## config.mk

```make
export PLATFORM = sky130hd
export DESIGN_NAME = pc_sequencer_flat
export DESIGN_NICKNAME = d
export VERILOG_FILES = /design/src/rtl/pc_sequencer_if.sv /design/src/rtl/pc_sequencer.sv /design/src/flat_wrapper.sv
export SDC_FILE = /design/constraint.sdc
export NUM_CORES = 1
export LEC_CHECK = 0
export ABC_AREA = 0
export CORE_ASPECT_RATIO = 1.75
export CORE_MARGIN = 2
export CORE_UTILIZATION = 47
export DETAILED_ROUTE_END_ITERATION = 10
export PLACE_DENSITY_LB_ADDON = 0.08
export SYNTH_ARGS = -nofsm -noshare
export SYNTH_HDL_FRONTEND = slang
export SYNTH_SLANG_ARGS = --single-unit
```

## constraint.sdc

```tcl
create_clock -name clka -period 2.15 [get_ports clka]
set_input_delay 0.3225 -clock clka [delete_from_list [all_inputs] [get_ports clka]]
set_output_delay 0.3225 -clock clka [all_outputs]
set_load 0.01 [all_outputs]
```

## src/rtl/pc_sequencer_if.sv

```systemverilog
// Instruction-memory fetch handshake between the sequencer and instruction memory.
interface pc_sequencer_if #(
  parameter int IW = 16
);
  logic          mem_req;
  logic          mem_ack;
  logic [IW-1:0] mem_rdata;

  modport master (
    output mem_req,
    input  mem_ack,
    input  mem_rdata
  );

  modport slave (
    input  mem_req,
    output mem_ack,
    output mem_rdata
  );
endinterface

```

## src/rtl/pc_sequencer.sv

```systemverilog
// Instruction sequencer: fetches over req/ack, decodes the opcode and drives
// the PC block (clear, latch strobe, next-PC select, immediate), the regfile
// write strobe and the ALU opcode. Counts retired instructions.
module pc_sequencer #(
  parameter int PC_BITS  = 6,
  parameter int IW       = 16,
  parameter int CNT_BITS = 16
) (
  input  logic                clka,
  input  logic                reset,
  input  logic                run,
  pc_sequencer_if.master      mem,
  input  logic                zero_flag,
  output logic                pc_clear,
  output logic                pc_latch_data,
  output logic [1:0]          pc_ctl,
  output logic [PC_BITS-1:0]  imm,
  output logic [2:0]          rd,
  output logic [2:0]          rs1,
  output logic [2:0]          alu_op,
  output logic                rf_we,
  output logic                halted,
  output logic                illegal,
  output logic [CNT_BITS-1:0] retire_cnt
);

  typedef enum logic [2:0] {
    ST_RST,
    ST_IDLE,
    ST_FETCH,
    ST_DECODE,
    ST_EXEC,
    ST_HALT
  } state_e;

  typedef enum logic [3:0] {
    OP_NOP   = 4'h0,
    OP_ALU   = 4'h1,
    OP_LOADI = 4'h2,
    OP_BEQZ  = 4'h3,
    OP_JR    = 4'h4,
    OP_JMP   = 4'h5,
    OP_HALT  = 4'hF
  } opcode_e;

  localparam logic [1:0] CTL_INC = 2'b00;
  localparam logic [1:0] CTL_REL = 2'b01;
  localparam logic [1:0] CTL_REG = 2'b10;

  state_e        state;
  state_e        state_nxt;
  logic [IW-1:0] ir;
  logic [3:0]    opcode;
  logic          fetch_req;
  logic          exec_retire;
  logic          exec_illegal;

  assign opcode      = ir[IW-1:IW-4];
  assign mem.mem_req = fetch_req;

  // State register; reset abandons any in-flight fetch.
  always_ff @(posedge clka or negedge reset) begin
    if (!reset) begin
      state <= ST_RST;
    end else begin
      state <= state_nxt;
    end
  end

  // Next-state and per-state strobes; EXEC strobes are gated to legal opcodes.
  always_comb begin
    state_nxt     = state;
    fetch_req     = 1'b0;
    pc_clear      = 1'b0;
    pc_latch_data = 1'b0;
    pc_ctl        = CTL_INC;
    rf_we         = 1'b0;
    halted        = 1'b0;
    exec_retire   = 1'b0;
    exec_illegal  = 1'b0;
    case (state)
      ST_RST: begin
        pc_clear  = 1'b1;
        state_nxt = ST_IDLE;
      end
      ST_IDLE: begin
        if (run) begin
          state_nxt = ST_FETCH;
        end
      end
      ST_FETCH: begin
        fetch_req = 1'b1;
        if (mem.mem_ack) begin
          state_nxt = ST_DECODE;
        end
      end
      ST_DECODE: begin
        state_nxt = ST_EXEC;
      end
      ST_EXEC: begin
        case (opcode)
          OP_NOP: begin
            exec_retire = 1'b1;
          end
          OP_ALU, OP_LOADI: begin
            exec_retire = 1'b1;
            rf_we       = 1'b1;
          end
          OP_BEQZ: begin
            exec_retire = 1'b1;
            pc_ctl      = zero_flag ? CTL_REL : CTL_INC;
          end
          OP_JR: begin
            exec_retire = 1'b1;
            pc_ctl      = CTL_REG;
          end
          OP_JMP: begin
            exec_retire = 1'b1;
            pc_ctl      = CTL_REL;
          end
          OP_HALT: begin
            state_nxt = ST_HALT;
          end
          default: begin
            exec_illegal = 1'b1;
            state_nxt    = ST_HALT;
          end
        endcase
        if (exec_retire) begin
          pc_latch_data = 1'b1;
          state_nxt     = run ? ST_FETCH : ST_IDLE;
        end
      end
      ST_HALT: begin
        halted = 1'b1;
      end
      default: begin
        state_nxt = ST_RST;
      end
    endcase
  end

  // Instruction register loads on the accepting fetch cycle.
  always_ff @(posedge clka or negedge reset) begin
    if (!reset) begin
      ir <= '0;
    end else if (state == ST_FETCH && mem.mem_ack) begin
      ir <= mem.mem_rdata;
    end
  end

  // Decoded fields are captured in DECODE and held until the next DECODE.
  always_ff @(posedge clka or negedge reset) begin
    if (!reset) begin
      imm    <= '0;
      rd     <= '0;
      rs1    <= '0;
      alu_op <= '0;
    end else if (state == ST_DECODE) begin
      imm    <= ir[PC_BITS-1:0];
      rd     <= ir[11:9];
      rs1    <= ir[8:6];
      alu_op <= (opcode == OP_ALU) ? ir[2:0] : 3'b000;
    end
  end

  // Retired-instruction counter, free-running wrap.
  always_ff @(posedge clka or negedge reset) begin
    if (!reset) begin
      retire_cnt <= '0;
    end else if (exec_retire) begin
      retire_cnt <= retire_cnt + 1'b1;
    end
  end

  // Sticky undefined-opcode flag.
  always_ff @(posedge clka or negedge reset) begin
    if (!reset) begin
      illegal <= 1'b0;
    end else if (exec_illegal) begin
      illegal <= 1'b1;
    end
  end

endmodule

```

## src/flat_wrapper.sv

```systemverilog
// flat-port wrapper written by rule: the top's interface ports become plain ports
module pc_sequencer_flat 
#(
  parameter int PC_BITS  = 6,
  parameter int IW       = 16,
  parameter int CNT_BITS = 16
)
  (clka, reset, run, zero_flag, pc_clear, pc_latch_data, pc_ctl, imm, rd, rs1, alu_op, rf_we, halted, illegal, retire_cnt, mem_mem_req, mem_mem_ack, mem_mem_rdata);
  pc_sequencer_if #(.IW(IW)) mem_i ();
  input  logic clka;
  input  logic reset;
  input  logic run;
  input  logic zero_flag;
  output logic pc_clear;
  output logic pc_latch_data;
  output logic [1:0] pc_ctl;
  output logic [PC_BITS-1:0] imm;
  output logic [2:0] rd;
  output logic [2:0] rs1;
  output logic [2:0] alu_op;
  output logic rf_we;
  output logic halted;
  output logic illegal;
  output logic [CNT_BITS-1:0] retire_cnt;
  output wire logic [$bits(mem_i.mem_req)-1:0] mem_mem_req;
  input wire logic [$bits(mem_i.mem_ack)-1:0] mem_mem_ack;
  input wire logic [$bits(mem_i.mem_rdata)-1:0] mem_mem_rdata;
  assign mem_mem_req = mem_i.mem_req;
  assign mem_i.mem_ack = mem_mem_ack;
  assign mem_i.mem_rdata = mem_mem_rdata;
  pc_sequencer #(.PC_BITS(PC_BITS), .IW(IW), .CNT_BITS(CNT_BITS)) u_core (.clka(clka), .reset(reset), .run(run), .mem(mem_i), .zero_flag(zero_flag), .pc_clear(pc_clear), .pc_latch_data(pc_latch_data), .pc_ctl(pc_ctl), .imm(imm), .rd(rd), .rs1(rs1), .alu_op(alu_op), .rf_we(rf_we), .halted(halted), .illegal(illegal), .retire_cnt(retire_cnt));
endmodule
```

==> Word level (Yosys, flattened, before mapping) <==
Index checks and enable logic that the tools add are counted.
{ "totals": {"ff_bits": 51, "wordCells": 53} }
{ "classes": {"addsub": 1, "n_eq_ne": 14, "mux": 22, "bitwise": 1, "n_reduce_logical": 7} }
{ "op_table": {"columns": ["operator", "n"], "rows": [
  ["$pmux 3 s6", 1],
  ["$add 16x1->16 const B", 1],
  ["$mux 3", 5],
  ["$mux 1", 13],
  ["$eq 4x2->1 const B", 2],
  ["$eq 4x3->1 const B", 2],
  ["$reduce_or 7->1", 1],
  ["$eq 3x2->1 const B", 2],
  ["$eq 3x3->1 const B", 2],
  ["$pmux 2 s3", 1],
  ["$reduce_or 6->1", 1],
  ["$eq 4x1->1 const B", 1],
  ["$eq 4x4->1 const B", 1],
  ["$logic_not 4->1", 1],
  ["$mux 2", 2],
  ["$ne 2x2->1 const B", 2],
  ["$reduce_and 4->1", 1],
  ["$eq 3x1->1 const B", 1],
  ["$logic_not 3->1", 1],
  ["$ne 3x2->1 const B", 1],
  ["$reduce_or 2->1", 1],
  ["$logic_and 1x1->1", 1],
  ["$not 1->1", 1]
]} }

==> Depth between registers and ports, before layout <==
{ "depth": {"word_depth": 6, "mapped_depth": 5} }

==> Least setup slack after synthesis <==
OpenSTA, ideal clock, no wires.
{ "synth_timing": {"path_type": "register -> register", "startpoint": "register u_core.state[1]", "endpoint": "register u_core.retire_cnt[1]", "setup_time_ns": 0.125, "t_arrival_ns": 1.633, "required_time_ns": 2.025, "path_slack_ns": 0.392, "path_stages_with_launch": 5, "n_path_buf": 1, "path_cell_list": "dfrtp_1 > buf_6 > or4b_4 > a21oi_2 > mux2_2"} }
{ "synth_via": {"elab_chain_len": 2} }
{ "synth_lines": {"columns": ["item", "line", "text"], "rows": [
  ["start: declaration", "pc_sequencer.sv:50", "state_e state;"],
  ["start signal: assignment", "pc_sequencer.sv:66", "state <= state_nxt;"],
  ["$eq 3x3->1", "pc_sequencer.sv:81", "case (state)"],
  ["$mux 1", "pc_sequencer.sv:81", null],
  ["end signal: assignment", "pc_sequencer.sv:172", "retire_cnt <= retire_cnt + 1'b1;"],
  ["end: declaration", "pc_sequencer.sv:24", "output logic [CNT_BITS-1:0] retire_cnt"]
]} }
Every way passes these cells.
A chain may end at the register's enable or synchronous reset.

==> Worst setup path in the final report <==
{ "layout_timing": {"startpoint": "register u_core.state[1]", "endpoint": "output port rf_we"} }
{ "layout_via": {"elab_chain_len": 2} }
{ "layout_lines": {"columns": ["item", "line", "text"], "rows": [
  ["$eq 3x3->1", "pc_sequencer.sv:81", null],
  ["$mux 1", "pc_sequencer.sv:81", null],
  ["end: declaration", "flat_wrapper.sv:21", "output logic rf_we;"]
]} }
Every way passes these cells.

==> results by group <==
Place
  • GPL Wtd Cong: 0.742
  • IO Port Bufs: 59
  • DP Wirelength: 3390 µm

Setup path
  • Max FO, Critical Path: 4
  • Setup crit start kind: flip-flop
  • Reg2reg start: u_core.state[1]
  • CP Data Arrival Time: roughly 1.7 ns
  • Worst path required time: 1.83 ns
  • RR Endpoint: u_core.retire_cnt[14]
  • Slack of the worst reg-to-reg path: 0.39 ns
  • Crit. End Element: output port
  • Crit path launch: u_core.state[1]
  • CP endpoint: rf_we
  • Crit path kind: reg -> out
  • FF-to-FF path depth: 5

Timing
  • Worst hold margin: 0.113 ns
  • Slew HR: 57.2%
  • Final Setup Violations: 0
  • Final hold vios: 0
  • RSZ-0062 raised after global routing: false
  • Setup TNS: 0 ns
  • Shortest period the worst path allows: just over 2 ns
  • Worst Clk Skew: approximately 0.0081 ns
  • Worst-Margin Slew: 0.643 ns
  • Final period util: a little over nine tenths
  • Fmax: 0.490 GHz
  • Max Slew Vio Count: 0

Min path
  • Hold/Removal Path Class: in -> async

Route
  • WL final: 4510 µm
  • Drt drc: 0
  • Wire per inst: 15.7 µm
  • Vias/cell: 5.27
  • Final ANT Viol Nets: 0
  • Vias: 1,513
  • Initial DRC Count: 24
  • DR pass1 iterations: 4

Floorplan
  • Core ar.: 4440 µm²
  • Initial core utilization: 49.1%
  • Cell row count: 32
  • # IOs: 60
  • DIE WIDTH: ~55 µm
  • Height of the die: approximately 94 µm
  • Die area: 5220 µm²

Power
  • PwrDens: 1150 nW/µm²
  • P_leak: 0.00131 µW
  • Worst IR Drop VDD: 0.000843 V

Cells and area
  • Final net count: between 200 and 300
  • Layout cell share with drive strength beyond 1: 21.6%
  • Area delta synth->final: 35.3%
  • Ant diodes: 0

Synth
  • Post-synth top area cell: dfrtp_1
  • Post-Syn Area: 2180 µm²
  • Synth warn: 0
  • Cells after synthesis: about 170
  • Most frequent cell after synthesis: dfrtp_1
  • Mapped Nets: 190
  • Largest cells by area after synthesis: dfrtp_1 (59%), mux2_2 (15%), xor2_1 (3.6%)
  • Seq/Total Area, Yosys: 58.5%
  • Number of library cell types mapped by synthesis: 34
  • Synth top area share: 58.5%
  • Predominant post-synthesis flop cell: dfrtp_1
  • #FFs+latches synth: 51
  • Commonest cells post-synth: dfrtp_1 (51), mux2_2 (29), nand2_1 (11), nor2_1 (9), xor2_1 (9)
  • Syn Area/Cell: approximately 13 µm²
  • Number of synthesized flops with an enable pin: 0
  • Async S/R FF share, synth: between 90% and 100%

Clock network
  • Worst skew pair latency: 0.30 ns
  • Post-CTS Setup Bufs: 0
  • Hold_buf cts: 0
  • H-tree lvl count: 2
  • CTS Buf Count: 5
  • CTS root buffer: clkbuf_8
  • CTS tree: done
  • Clock slew at reported path FFs: 0.09 ns
  • TritonCTS Sinks: 51
  • CTS Buffer Depth: 2

Global route
  • GRT Util Overall: a little under a fifth
  • First-pass GRT wire length: 7520 µm
  • Antenna violations before repair: 0
  • Largest net degree at the start of global routing: 52
  • Overflow after GRT: 0
  • Number of global-route vias before repair: 1,605

Status
  • Status: completed

Job
  • Max-Cap Viols: 0
power by group:
group / switching (µW) / internal [µW]
logic: 523 / 789
registers: 244 / 1300
clock network: 298 / 253
through the flow:
stage	instances	setup WS [ns]	total power, µW	utilization (%)	area (µm²)
6_report	287	0.109	3400	66.4	2950
5_1_grt	287	0.0442	3610	66.4	2950
4_1_cts	287	0.0902	3440	66.3	2950
3_5_place_dp	280	0.139	2880	64.3	2860
3_3_place_gp	280	0.152	2800	64.3	2860
2_1_floorplan	168	0.392	2230	-	2180
sequential cells by signal, indices dropped and copies added, names as in the netlist:
signal	flops
u_core.rs1	3
u_core.state	3
u_core.ir	16
u_core.rd	3
u_core.alu_op	3
u_core.retire_cnt	16
u_core.illegal	1
u_core.imm	6
critical path, cell delays in order, from the launching register on:
cell	delay (ns)
dfrtp_1	0.39
or4b_4	0.55
nor3_1	0.17
dlygate4sd2_1	0.30
cells in the final DEF, fill, tap and decap left out, drive strengths merged, types with 6 or more instances in the layout:
cell type / instances
clkdlybuf4s50: 54
nor2: 9
dfrtp: 51
nand2: 11
xnor2: 7
nor3: 6
buf: 9
clkbuf: 6
xor2: 9
mux2: 29
area by class of cell:
class	count	area, µm²
clock buffers	6	82.6
clock inverters	1	5.00
fillers	337	1490
inverters	5	18.8
multi-input cells	106	863
flip-flops and latches	51	1280
well taps	51	63.8
repair buffers	67	641
worst min-delay path by stage:
stage / endpoint / startpoint / cells after the start / slack [ns]
floorplan: u_core.alu_op[0] / reset / 0 / 0.03
global placement: u_core.retire_cnt[0] / reset / 2 / 0.45
detailed placement: u_core.retire_cnt[0] / reset / 2 / 0.47
CTS: u_core.retire_cnt[0] / reset / 2 / 0.14
global route: u_core.retire_cnt[0] / reset / 2 / 0.18
finish: u_core.retire_cnt[0] / reset / 2 / 0.11
what timing repair did:
action                                 4_1_cts  5_1_grt
pin swaps                                    0        0
setup endpoints to repair                    4        1
endpoints found under the hold margin        0        0
resized for setup                            5        1
layer usage:
| metal | GRT usage [%] | routed length, µm |
|---|---|---|
| met5 | 0 | 0 |
| met4 | 6.71 | 69 |
| met3 | 4.27 | 172 |
| met2 | 35.3 | 2530 |
| met1 | 19.5 | 1750 |
cells by family (layout without fill, tap and decap cells):
group / count (synthesis) / count (layout) / share of synthesized area [%]
xor+xnor: 16 / 16 / 6.43
mux: 29 / 29 / 15.0
fa+ha+maj: 1 / 1 / 0.574
buf+inv: 11 / 79 / 2.41
flops: 51 / 51 / 58.5
simple gates: 48 / 48 / 13.0
compound gates: 12 / 12 / 4.07
No activity file was read; power rests on OpenSTA's default activity.
